<file path="src/rtl/dm_pkg.sv">
// Shared data-memory definitions: store type codes used by the store buffer
// and the load-extend codes used by the load side of the MEM stage.
package dm_pkg;

    // Store request encodings presented by the MEM stage
    typedef enum logic [1:0] {
        ST_SW  = 2'b00,
        ST_SB  = 2'b01,
        ST_SH  = 2'b10,
        ST_RSV = 2'b11
    } st_type_e;

    // Load-extend encodings consumed by the load extender
    typedef enum logic [2:0] {
        LD_LB  = 3'b000,
        LD_LH  = 3'b001,
        LD_LW  = 3'b010,
        LD_LBU = 3'b100,
        LD_LHU = 3'b101
    } ld_type_e;

    localparam int DATA_W = 32;
    localparam int BE_W   = DATA_W / 8;

endpackage : dm_pkg

</file>
<file path="src/rtl/dm_store_buffer_if.sv">
// Bus bundle between the MEM stage / data memory (master side) and the
// store buffer (slave side).
//
// Handshakes:
//  - store side: a store transfers on a cycle where st_valid & st_ready and
//    the request is not misaligned; while st_ready is low the master must hold
//    its request unchanged and the buffer ignores it.
//  - memory side: the head entry transfers on a cycle where dm_req & dm_ack;
//    dm_addr/dm_wdata/dm_be are held stable while dm_req & ~dm_ack, and
//    dm_ack without dm_req has no effect.
interface dm_store_buffer_if #(
    parameter int AW = 32
);
    logic          st_valid;
    logic [1:0]    st_type;
    logic [AW-1:0] st_addr;
    logic [31:0]   st_data;
    logic          st_ready;
    logic          st_misalign;
    logic          dm_req;
    logic [AW-1:0] dm_addr;
    logic [31:0]   dm_wdata;
    logic [3:0]    dm_be;
    logic          dm_ack;
    logic [AW-1:0] ld_addr;
    logic          ld_hit;
    logic          sb_empty;

    modport master (
        output st_valid, st_type, st_addr, st_data, dm_ack, ld_addr,
        input  st_ready, st_misalign, dm_req, dm_addr, dm_wdata, dm_be,
               ld_hit, sb_empty
    );

    modport slave (
        input  st_valid, st_type, st_addr, st_data, dm_ack, ld_addr,
        output st_ready, st_misalign, dm_req, dm_addr, dm_wdata, dm_be,
               ld_hit, sb_empty
    );
endinterface : dm_store_buffer_if

</file>
<file path="src/rtl/store_align.sv">
// Combinational store lane aligner: replicates the source data onto every
// lane it could land on and derives byte enables plus a misalignment flag.
module store_align
    import dm_pkg::*;
(
    input  logic [1:0]  st_type_i,
    input  logic [1:0]  addr_lo_i,
    input  logic [31:0] data_i,
    output logic [31:0] wdata_o,
    output logic [3:0]  be_o,
    output logic        mis_o
);

    // Decode store type and low address bits into lane data/enables
    always_comb begin
        wdata_o = data_i;
        be_o    = 4'b1111;
        mis_o   = 1'b0;
        case (st_type_i)
            ST_SW: begin
                wdata_o = data_i;
                be_o    = 4'b1111;
                mis_o   = |addr_lo_i;
            end
            ST_SH: begin
                wdata_o = {2{data_i[15:0]}};
                be_o    = addr_lo_i[1] ? 4'b1100 : 4'b0011;
                mis_o   = addr_lo_i[0];
            end
            ST_SB: begin
                wdata_o = {4{data_i[7:0]}};
                be_o    = 4'b0001 << addr_lo_i;
                mis_o   = 1'b0;
            end
            default: begin
                // Reserved encoding is never accepted
                wdata_o = data_i;
                be_o    = 4'b0000;
                mis_o   = 1'b1;
            end
        endcase
    end

endmodule : store_align

</file>
<file path="src/rtl/dm_store_buffer.sv">
// Store buffer between the MEM stage and data memory: aligns stores onto
// byte lanes, rejects misaligned ones, queues accepted stores in a FIFO,
// drains them over req/ack and flags loads that hit a pending store.
module dm_store_buffer
    import dm_pkg::*;
#(
    parameter int DEPTH = 4,
    parameter int AW    = 32
) (
    input  logic               clk,
    input  logic               rst,
    dm_store_buffer_if.slave   bus
);

    localparam int PW = $clog2(DEPTH);
    localparam int CW = PW + 1;

    // FIFO bookkeeping
    logic [PW-1:0] head_q, head_d;
    logic [PW-1:0] tail_q, tail_d;
    logic [CW-1:0] count_q, count_d;
    logic          mis_q, mis_d;

    // Entry storage: word address, lane-aligned data, byte enables
    logic [AW-3:0]     addr_q  [DEPTH];
    logic [DATA_W-1:0] wdata_q [DEPTH];
    logic [BE_W-1:0]   be_q    [DEPTH];

    logic [DATA_W-1:0] al_wdata;
    logic [BE_W-1:0]   al_be;
    logic              al_mis;
    logic              push, pop, st_ready, dm_req, hit;
    logic              unused_ld_lsb;

    store_align u_align (
        .st_type_i (bus.st_type),
        .addr_lo_i (bus.st_addr[1:0]),
        .data_i    (bus.st_data),
        .wdata_o   (al_wdata),
        .be_o      (al_be),
        .mis_o     (al_mis)
    );

    // Ready never looks at a same-cycle pop, so a full buffer always stalls
    assign st_ready = (count_q != CW'(DEPTH));
    assign dm_req   = (count_q != '0);
    assign push     = bus.st_valid & st_ready & ~al_mis;
    assign pop      = dm_req & bus.dm_ack;

    // Next-state for pointers, occupancy and the misalign pulse
    always_comb begin
        head_d  = head_q + PW'(pop);
        tail_d  = tail_q + PW'(push);
        count_d = count_q + CW'(push) - CW'(pop);
        mis_d   = bus.st_valid & st_ready & al_mis;
    end

    // Control state with immediate reset (drops any in-flight entry)
    always_ff @(posedge clk or posedge rst) begin
        if (rst) begin
            head_q  <= '0;
            tail_q  <= '0;
            count_q <= '0;
            mis_q   <= 1'b0;
        end else begin
            head_q  <= head_d;
            tail_q  <= tail_d;
            count_q <= count_d;
            mis_q   <= mis_d;
        end
    end

    // Entry write at the tail; contents only matter while counted as valid
    always_ff @(posedge clk) begin
        if (push) begin
            addr_q[tail_q]  <= bus.st_addr[AW-1:2];
            wdata_q[tail_q] <= al_wdata;
            be_q[tail_q]    <= al_be;
        end
    end

    // Word-address match against every valid entry (byte enables ignored)
    always_comb begin
        logic [PW-1:0] ofs;
        hit = 1'b0;
        ofs = '0;
        for (int i = 0; i < DEPTH; i++) begin
            ofs = PW'(i) - head_q;
            if (({1'b0, ofs} < count_q) && (addr_q[i] == bus.ld_addr[AW-1:2])) begin
                hit = 1'b1;
            end
        end
    end

    // The load match is word-granular, so the byte offset is not needed
    assign unused_ld_lsb = ^bus.ld_addr[1:0];

    assign bus.st_ready    = st_ready;
    assign bus.st_misalign = mis_q;
    assign bus.dm_req      = dm_req;
    assign bus.dm_addr     = dm_req ? {addr_q[head_q], 2'b00} : '0;
    assign bus.dm_wdata    = dm_req ? wdata_q[head_q] : '0;
    assign bus.dm_be       = dm_req ? be_q[head_q] : '0;
    assign bus.ld_hit      = hit;
    assign bus.sb_empty    = ~dm_req;

endmodule : dm_store_buffer

</file>
<file path="src/flat_wrapper.sv">
// flat-port wrapper written by rule: the top's interface ports become plain ports
module dm_store_buffer_flat import dm_pkg::*;
#(
    parameter int DEPTH = 4,
    parameter int AW    = 32
)
  (clk, rst, bus_st_valid, bus_st_type, bus_st_addr, bus_st_data, bus_dm_ack, bus_ld_addr, bus_st_ready, bus_st_misalign, bus_dm_req, bus_dm_addr, bus_dm_wdata, bus_dm_be, bus_ld_hit, bus_sb_empty);
  dm_store_buffer_if #(.AW(AW)) bus_i ();
  input  logic clk;
  input  logic rst;
  input wire logic [$bits(bus_i.st_valid)-1:0] bus_st_valid;
  input wire logic [$bits(bus_i.st_type)-1:0] bus_st_type;
  input wire logic [$bits(bus_i.st_addr)-1:0] bus_st_addr;
  input wire logic [$bits(bus_i.st_data)-1:0] bus_st_data;
  input wire logic [$bits(bus_i.dm_ack)-1:0] bus_dm_ack;
  input wire logic [$bits(bus_i.ld_addr)-1:0] bus_ld_addr;
  output wire logic [$bits(bus_i.st_ready)-1:0] bus_st_ready;
  output wire logic [$bits(bus_i.st_misalign)-1:0] bus_st_misalign;
  output wire logic [$bits(bus_i.dm_req)-1:0] bus_dm_req;
  output wire logic [$bits(bus_i.dm_addr)-1:0] bus_dm_addr;
  output wire logic [$bits(bus_i.dm_wdata)-1:0] bus_dm_wdata;
  output wire logic [$bits(bus_i.dm_be)-1:0] bus_dm_be;
  output wire logic [$bits(bus_i.ld_hit)-1:0] bus_ld_hit;
  output wire logic [$bits(bus_i.sb_empty)-1:0] bus_sb_empty;
  assign bus_i.st_valid = bus_st_valid;
  assign bus_i.st_type = bus_st_type;
  assign bus_i.st_addr = bus_st_addr;
  assign bus_i.st_data = bus_st_data;
  assign bus_i.dm_ack = bus_dm_ack;
  assign bus_i.ld_addr = bus_ld_addr;
  assign bus_st_ready = bus_i.st_ready;
  assign bus_st_misalign = bus_i.st_misalign;
  assign bus_dm_req = bus_i.dm_req;
  assign bus_dm_addr = bus_i.dm_addr;
  assign bus_dm_wdata = bus_i.dm_wdata;
  assign bus_dm_be = bus_i.dm_be;
  assign bus_ld_hit = bus_i.ld_hit;
  assign bus_sb_empty = bus_i.sb_empty;
  dm_store_buffer #(.DEPTH(DEPTH), .AW(AW)) u_core (.clk(clk), .rst(rst), .bus(bus_i));
endmodule
</file>
<file path="config.mk">
export PLATFORM = sky130hd
export DESIGN_NAME = dm_store_buffer_flat
export DESIGN_NICKNAME = d
export VERILOG_FILES = /design/src/rtl/dm_pkg.sv /design/src/rtl/dm_store_buffer_if.sv /design/src/rtl/store_align.sv /design/src/rtl/dm_store_buffer.sv /design/src/flat_wrapper.sv
export SDC_FILE = /design/constraint.sdc
export NUM_CORES = 1
export LEC_CHECK = 0
export CAP_MARGIN = 20
export CORE_MARGIN = 2
export CORE_UTILIZATION = 25
export DETAILED_ROUTE_END_ITERATION = 10
export DONT_BUFFER_PORTS = 1
export SLEW_MARGIN = 30
export SYNTH_ARGS = -nofsm -noshare
export SYNTH_HDL_FRONTEND = slang
export SYNTH_SLANG_ARGS = --single-unit
</file>
<file path="constraint.sdc">
create_clock -name clk -period 14.5 [get_ports clk]
set_clock_uncertainty 0.05 [all_clocks]
set_input_delay 1.45 -clock clk [delete_from_list [all_inputs] [get_ports clk]]
set_output_delay 1.45 -clock clk [all_outputs]
set_load 0.1 [all_outputs]
</file>
Word level (Yosys, flattened, before mapping). Memory sizes are Yosys's and may differ from the RTL's. Index checks and enable logic that the tools add are counted.

RAM bits: 264. Register bits after elaboration: 8. Output and inout bits: 73. Bits in latches: 0. Word-level logic and storage cells: 53. Memories kept: 3. Memory bits (read-only): 0.

Div/mod/pow operators: 0. Reduce and logical (&&, ||, !) cells: 7. Equal/unequal tests: 7. Muxes and demuxes: 13. Bitwise gates (word level): 6. Magnitude comparators: 4. Add/sub/neg operators: 8. Shifts and indexed selects: 1. Multipliers: 0.

Memory list: u_core.wdata_q (depth 4, bits a word 32, read ports 1, clocked after memory_dff 0, wr ports 1, line dm_store_buffer.sv:26) `logic [DATA_W-1:0] wdata_q [DEPTH];`; u_core.addr_q (depth 4, bits a word 30, read ports 5, clocked after memory_dff 0, wr ports 1, line dm_store_buffer.sv:25) `logic [AW-3:0] addr_q [DEPTH];`; u_core.be_q (depth 4, bits a word 4, read ports 1, clocked after memory_dff 0, wr ports 1, line dm_store_buffer.sv:27) `logic [BE_W-1:0] be_q [DEPTH];`.

Operators by type and width (number): equality test 30 bit (4); two-way mux 32 bit (2); case mux 32 bit (2 select lines) (1); < comparator 2 x 3 -> 1 bit (4); case mux 4 bit (3 select lines) (1); two-way mux 4 bit (2); two-way mux 1 bit (6); adder 2 x 1 -> 2 bit (2); bitwise AND 1 bit (4); logical AND 1 bit (4); left shift 1 x 2 -> 4 bit, first input constant (1); subtractor 1 x 2 -> 2 bit, first input constant (2); subtractor 2 bit, first input constant (2); adder 3 x 1 -> 3 bit (1); != test 3 bit, second input constant (1); case mux 1 bit (3 select lines) (1); nonzero test 3 bit (1); subtractor 3 x 1 -> 3 bit (1); equality test 2 x 1 -> 1 bit, second input constant (1); equality test 2 bit, second input constant (1); logical NOT 2 bit (1); inverter 1 bit (2); OR reduction 2 bit (1).

Depth between registers and ports, before layout.
Word-level depth: 7. Mapped depth: 12.

Cells and area by module. From an unflattened synthesis, not the netlist that was laid out.

Cells, all modules: 731. Area, all modules: 12408.2 um2.

Modules (own cells, without submodules): dm_store_buffer (cells an instance 638, times used 1, area each 11835.1 um2, sequential area each 8127.8 um2); store_align (cells an instance 93, times used 1, area each 573.0 um2, sequential area each 0.0 um2).

Worst setup path before layout. OpenSTA, ideal clock, no wires.

Path kind: in2reg. Start: input port bus_st_type[0]. End: memory u_core.addr_q[0][0] in the netlist's numbering, enable pin. Path buffers: 0. Setup slack: 6633 ps. Stages: 6. Data arrival time: 7232 ps. Setup time: 585 ps. Data required time: 13865 ps. Path through: inv_1 ha_1 a21oi_1 nor2_1 nor3_1 nor3b_1.

Cells in the longest elaborated chain, start to end: 6.

RTL lines: start, declared (line flat_wrapper.sv:12) `input wire logic [$bits(bus_i.st_type)-1:0] bus_st_type;`; equality test 2 x 1 -> 1 bit (tied with other cells) (line store_align.sv:19) `case (st_type_i)`; case mux 1 bit (3 select lines) * (line store_align.sv:19); inverter 1 bit * (line dm_store_buffer.sv:47) `assign push = bus.st_valid & st_ready & ~al_mis;`; bitwise AND 1 bit * (line dm_store_buffer.sv:47); two-way mux 1 bit * (line dm_store_buffer.sv:75) `if (push) begin`; two-way mux 1 bit (not written as such) * (line dm_store_buffer.sv:76) `addr_q[tail_q] <= bus.st_addr[AW-1:2];`; end, declared (line dm_store_buffer.sv:25).

Mark *: on every way between the ends. The rest lies on a longest branch, timed or not.

Final worst setup path.
Start: input port bus_ld_addr[2]. End: output port bus_ld_hit.

Cells in the longest elaborated chain, start to end: 6.

RTL lines: start, declared (line flat_wrapper.sv:16) `input wire logic [$bits(bus_i.ld_addr)-1:0] bus_ld_addr;`; equality test 30 bit (line dm_store_buffer.sv:89) `if (({1'b0, ofs} < count_q) && (addr_q[i] == bus.ld_addr[AW-1:2])) begin`; logical AND 1 bit (line dm_store_buffer.sv:89); two-way mux 1 bit (3 in a row) (line dm_store_buffer.sv:89); two-way mux 1 bit * (line dm_store_buffer.sv:89); end, declared (line flat_wrapper.sv:23) `output wire logic [$bits(bus_i.ld_hit)-1:0] bus_ld_hit;`.

Marked as above.

==> impl_table.tex <==
\begin{tabular}{lr}
\hline
Metric & Value \\
\hline
\multicolumn{2}{l}{\textbf{Status}} \\
Status & finished, final reports clean \\
\multicolumn{2}{l}{\textbf{Synth}} \\
Leading post-synthesis cells by instance count & edfxtp\_1, xor2\_1, nor2b\_1 \\
Cell Area, Synth & around 0.012 mm\^{}2 \\
Most area-consuming cells after synthesis & edfxtp\_1, mux4\_2, xor2\_1 \\
Number of enable-type register cells in the synthesized netlist & between 200 and 300 \\
Average instance area after synthesis & roughly 17 um\^{}2 \\
Largest family of logic cells by synthesized area & multiplexers \\
Most repeated cell in the gate-level netlist after synthesis & edfxtp\_1 \\
Number of distinct standard cells referenced by the synthesized netlist & 36 \\
XOR/XNOR share of the synthesized area & 0.0890 \\
Multiplexer fraction of the synthesized cell area & 0.121 \\
Fraction of synthesis flops using an asynchronous set or reset pin & 0.0294 \\
Share of Yosys cell area claimed by the top area cell type & 0.645 \\
Post-synthesis simple-gate area fraction & 0.0662 \\
Cells after Synth & between 700 and 800 \\
Number of warnings printed during yosys synthesis & 0 \\
Main flop type after synthesis & edfxtp\_1 \\
Yosys top cell by area & edfxtp\_1 \\
Seq/Total Area, Yosys & 0.661 \\
Compound-gate portion of the synthesized area & 0.0272 \\
Post-synthesis share of cell area spent on full adders, half adders and majority gates & 0.0138 \\
Number of synthesized register bits & $\sim$270 \\
\multicolumn{2}{l}{\textbf{Route}} \\
Mean number of vias per cell & 4.47 \\
Initial DRC count & between 300 and 400 \\
Number of optimization iterations in the first detailed-route pass & 5 \\
Post-DR wirelength/cell & $\sim$23 um \\
Routed vias & between 6000 and 7000 \\
Number of nets with antenna violations after detailed routing & 0 \\
Remaining DRCs & 0 \\
Wire length after detailed routing & $\sim$32 mm \\
\multicolumn{2}{l}{\textbf{Placed design}} \\
RD Place Congestion & $\sim$0.8 \\
Port-buffer cells & 0 \\
HPWL after detailed placement & about 22 mm \\
\multicolumn{2}{l}{\textbf{Clock tree}} \\
Clk Latency, worst-skew pair & 0.55 ns \\
CTS H-tree depth & 1 \\
Number of buffers created by CTS & 29 \\
Total of cells resized after clock tree synthesis & 0 \\
Maximum buffer depth of the clock tree & 3 \\
TritonCTS clock tree & done \\
Number of buffers inserted by hold repair at cts & 0 \\
Setup Buffers After CTS & 0 \\
CTS clock-pin slew for the worst setup and hold paths & 0.06 ns \\
CTS Root Buffer Type & clkbuf\_16 \\
Sink Count & approximately 270 \\
\multicolumn{2}{l}{\textbf{Global route}} \\
Number of antenna violations at the first check in global routing & 0 \\
GRT Util Overall & 0.124 \\
Maximum number of pins on one net before global-route repair & 51 \\
Global-route wire length before repair & $\sim$46 mm \\
Via count of the first global-routing pass & 6660 \\
Aggregate global routing overflow & 0 \\
\multicolumn{2}{l}{\textbf{Die}} \\
Core region area & 0.0487 mm\^{}2 \\
Die Footprint & just over 0.05 mm\^{}2 \\
\# IOs & approximately 180 \\
Chip height & between 200 and 250 um \\
Initial standard-cell utilization of the core & 0.252 \\
Die outline width & $\sim$230 um \\
Site Rows & 81 \\
\multicolumn{2}{l}{\textbf{STA}} \\
Worst slew margin relative to its limit & 0.344 \\
Setup violation total in the final timing report & 0 \\
Final critical-path share of the clock period & 0.353 \\
Pins Over Slew Limit & 0 \\
Setup Total Neg Slack & 0 ns \\
RSZ-0062 raised after global routing & false \\
Pin slew with the least headroom to its limit & around 1 ns \\
Maximum clock rate & 0.195 GHz \\
Hold violation total from the final report & 0 \\
Final critical delay including setup and external delays & slightly above 5 ns \\
\multicolumn{2}{l}{\textbf{Worst setup path}} \\
Kind of start point of the critical path & input port \\
Chain of cells forming the critical path & xor2\_1 -> nor4\_1 -> nand4\_1 -> a2111oi\_2 -> or4\_1 \\
Worst Setup End Kind & primary output \\
CP Data Required Time & 13.00 ns \\
Classification of the worst setup path & in -> out \\
Worst-path cell with the longest stage delay & or4\_1 \\
Worst Path Arrival & approximately 3.6 ns \\
Max stage delay on crit path & just over 0.8 ns \\
Top fanout value on the critical path & 4 \\
\multicolumn{2}{l}{\textbf{Final layout}} \\
Area growth from synthesis to layout & 17.9\% \\
Fill cell count & $\sim$4800 \\
NumNets Final & 853 \\
Layout cells sized above 1 & 0.259 \\
\multicolumn{2}{l}{\textbf{Worst hold path}} \\
Classification of the worst-slack hold path & reg -> reg \\
\multicolumn{2}{l}{\textbf{Job}} \\
Max-cap check violation count & 0 \\
\hline
\end{tabular}
-- final timing paths --
check	start	end	slack [ns]	depth (start not counted)
worst max-delay path	bus_ld_addr[2]	bus_ld_hit	9.38	5
worst max register to register	u_core.count_q[1]	u_core.count_q[2]	10.67	13
min in group asynchronous	rst	u_core.bus.st_misalign	0.71	1
max in group asynchronous	rst	u_core.head_q[1]	13.37	1
worst min register to register	u_core.count_q[2]	u_core.count_q[2]	0.52	1
worst min-delay path	u_core.count_q[2]	u_core.count_q[2]	0.52	1
-- logic make-up after synthesis --
family / after synthesis
AO/OA/AOI/OAI: 49
XOR/XNOR: 125
adder cells (fa/ha/maj): 13
buffers and inverters: 57
flip-flops: 272
multiplexers: 66
other: 1
AND/OR/NAND/NOR: 143
-- flip-flops by register name, indices dropped and copies added, names as in the netlist --
name and cells:
u_core.addr_q 120, u_core.be_q 16, u_core.bus.st_misalign 1, u_core.count_q 3, u_core.head_q 2, u_core.tail_q 2, u_core.wdata_q 128
-- placed cells by master, fill, tap and decap left out, types with 3 or more instances in the layout --
master       n
a22oi_1      8
bufinv_16    3
nor2_1      17
mux4_2      66
nand3_1      5
a21oi_1     18
edfxtp_1   264
dfrtp_1      6
nor2b_4     63
clkinv_1     9
inv_1       21
nor3_1       3
nand2_1     11
clkinv_2     3
xnor2_1     27
o22ai_1      8
nor2b_2      3
a22o_1       8
nand4_1     10
clkbuf_1     3
ha_1        11
buf_4       12
nor4_1      22
xor2_1      98
a2111oi_0    3
clkbuf_16   29
-- stage by stage --
stage               hold WS [ns]  cell area [um^2]  worst slack [ns]  utilization  cells
floorplan                  0.423             12300              6.63            -    727
finish                     0.521             14500              9.38        0.297   1423
global route               0.566             14500              9.23        0.297   1422
CTS                        0.532             14500              9.40        0.297   1422
detailed placement         0.525             13600              9.40        0.279   1371
global placement           0.470             13300              9.39        0.272   1371
-- layout make-up --
| cell class | count | area [um^2] | share of cell area |
|---|---|---|---|
| antenna | 1 | 2.50 | 0.000173 |
| clock buffer | 32 | 737 | 0.0508 |
| clock inverter | 19 | 173 | 0.0119 |
| inverter | 23 | 88.8 | 0.00613 |
| multi-input combinational | 398 | 4420 | 0.305 |
| sequential | 272 | 8140 | 0.561 |
| tap | 664 | 831 | 0.0573 |
| timing repair buffer | 14 | 116 | 0.00803 |
-- worst max-delay path: cells and delay by family --
kind	cells	cell delay, ns
XOR/XNOR	1	0.15
AND/OR/NAND/NOR	3	1.66
AO/OA/AOI/OAI	1	0.36
-- routing by layer --
metal | vias to the layer above | global-route usage | part of all wire
met4 | 0 | 0.0248 | 0.015
met2 | 224 | 0.205 | 0.48
met3 | 35 | 0.0504 | 0.10
met1 | 3294 | 0.153 | 0.40
met5 | - | 0 | 0
li1 | 2809 | - | -
Power is not shown: default switching activity piles up to over one toggle a cycle in this logic, so the estimate is an artifact.
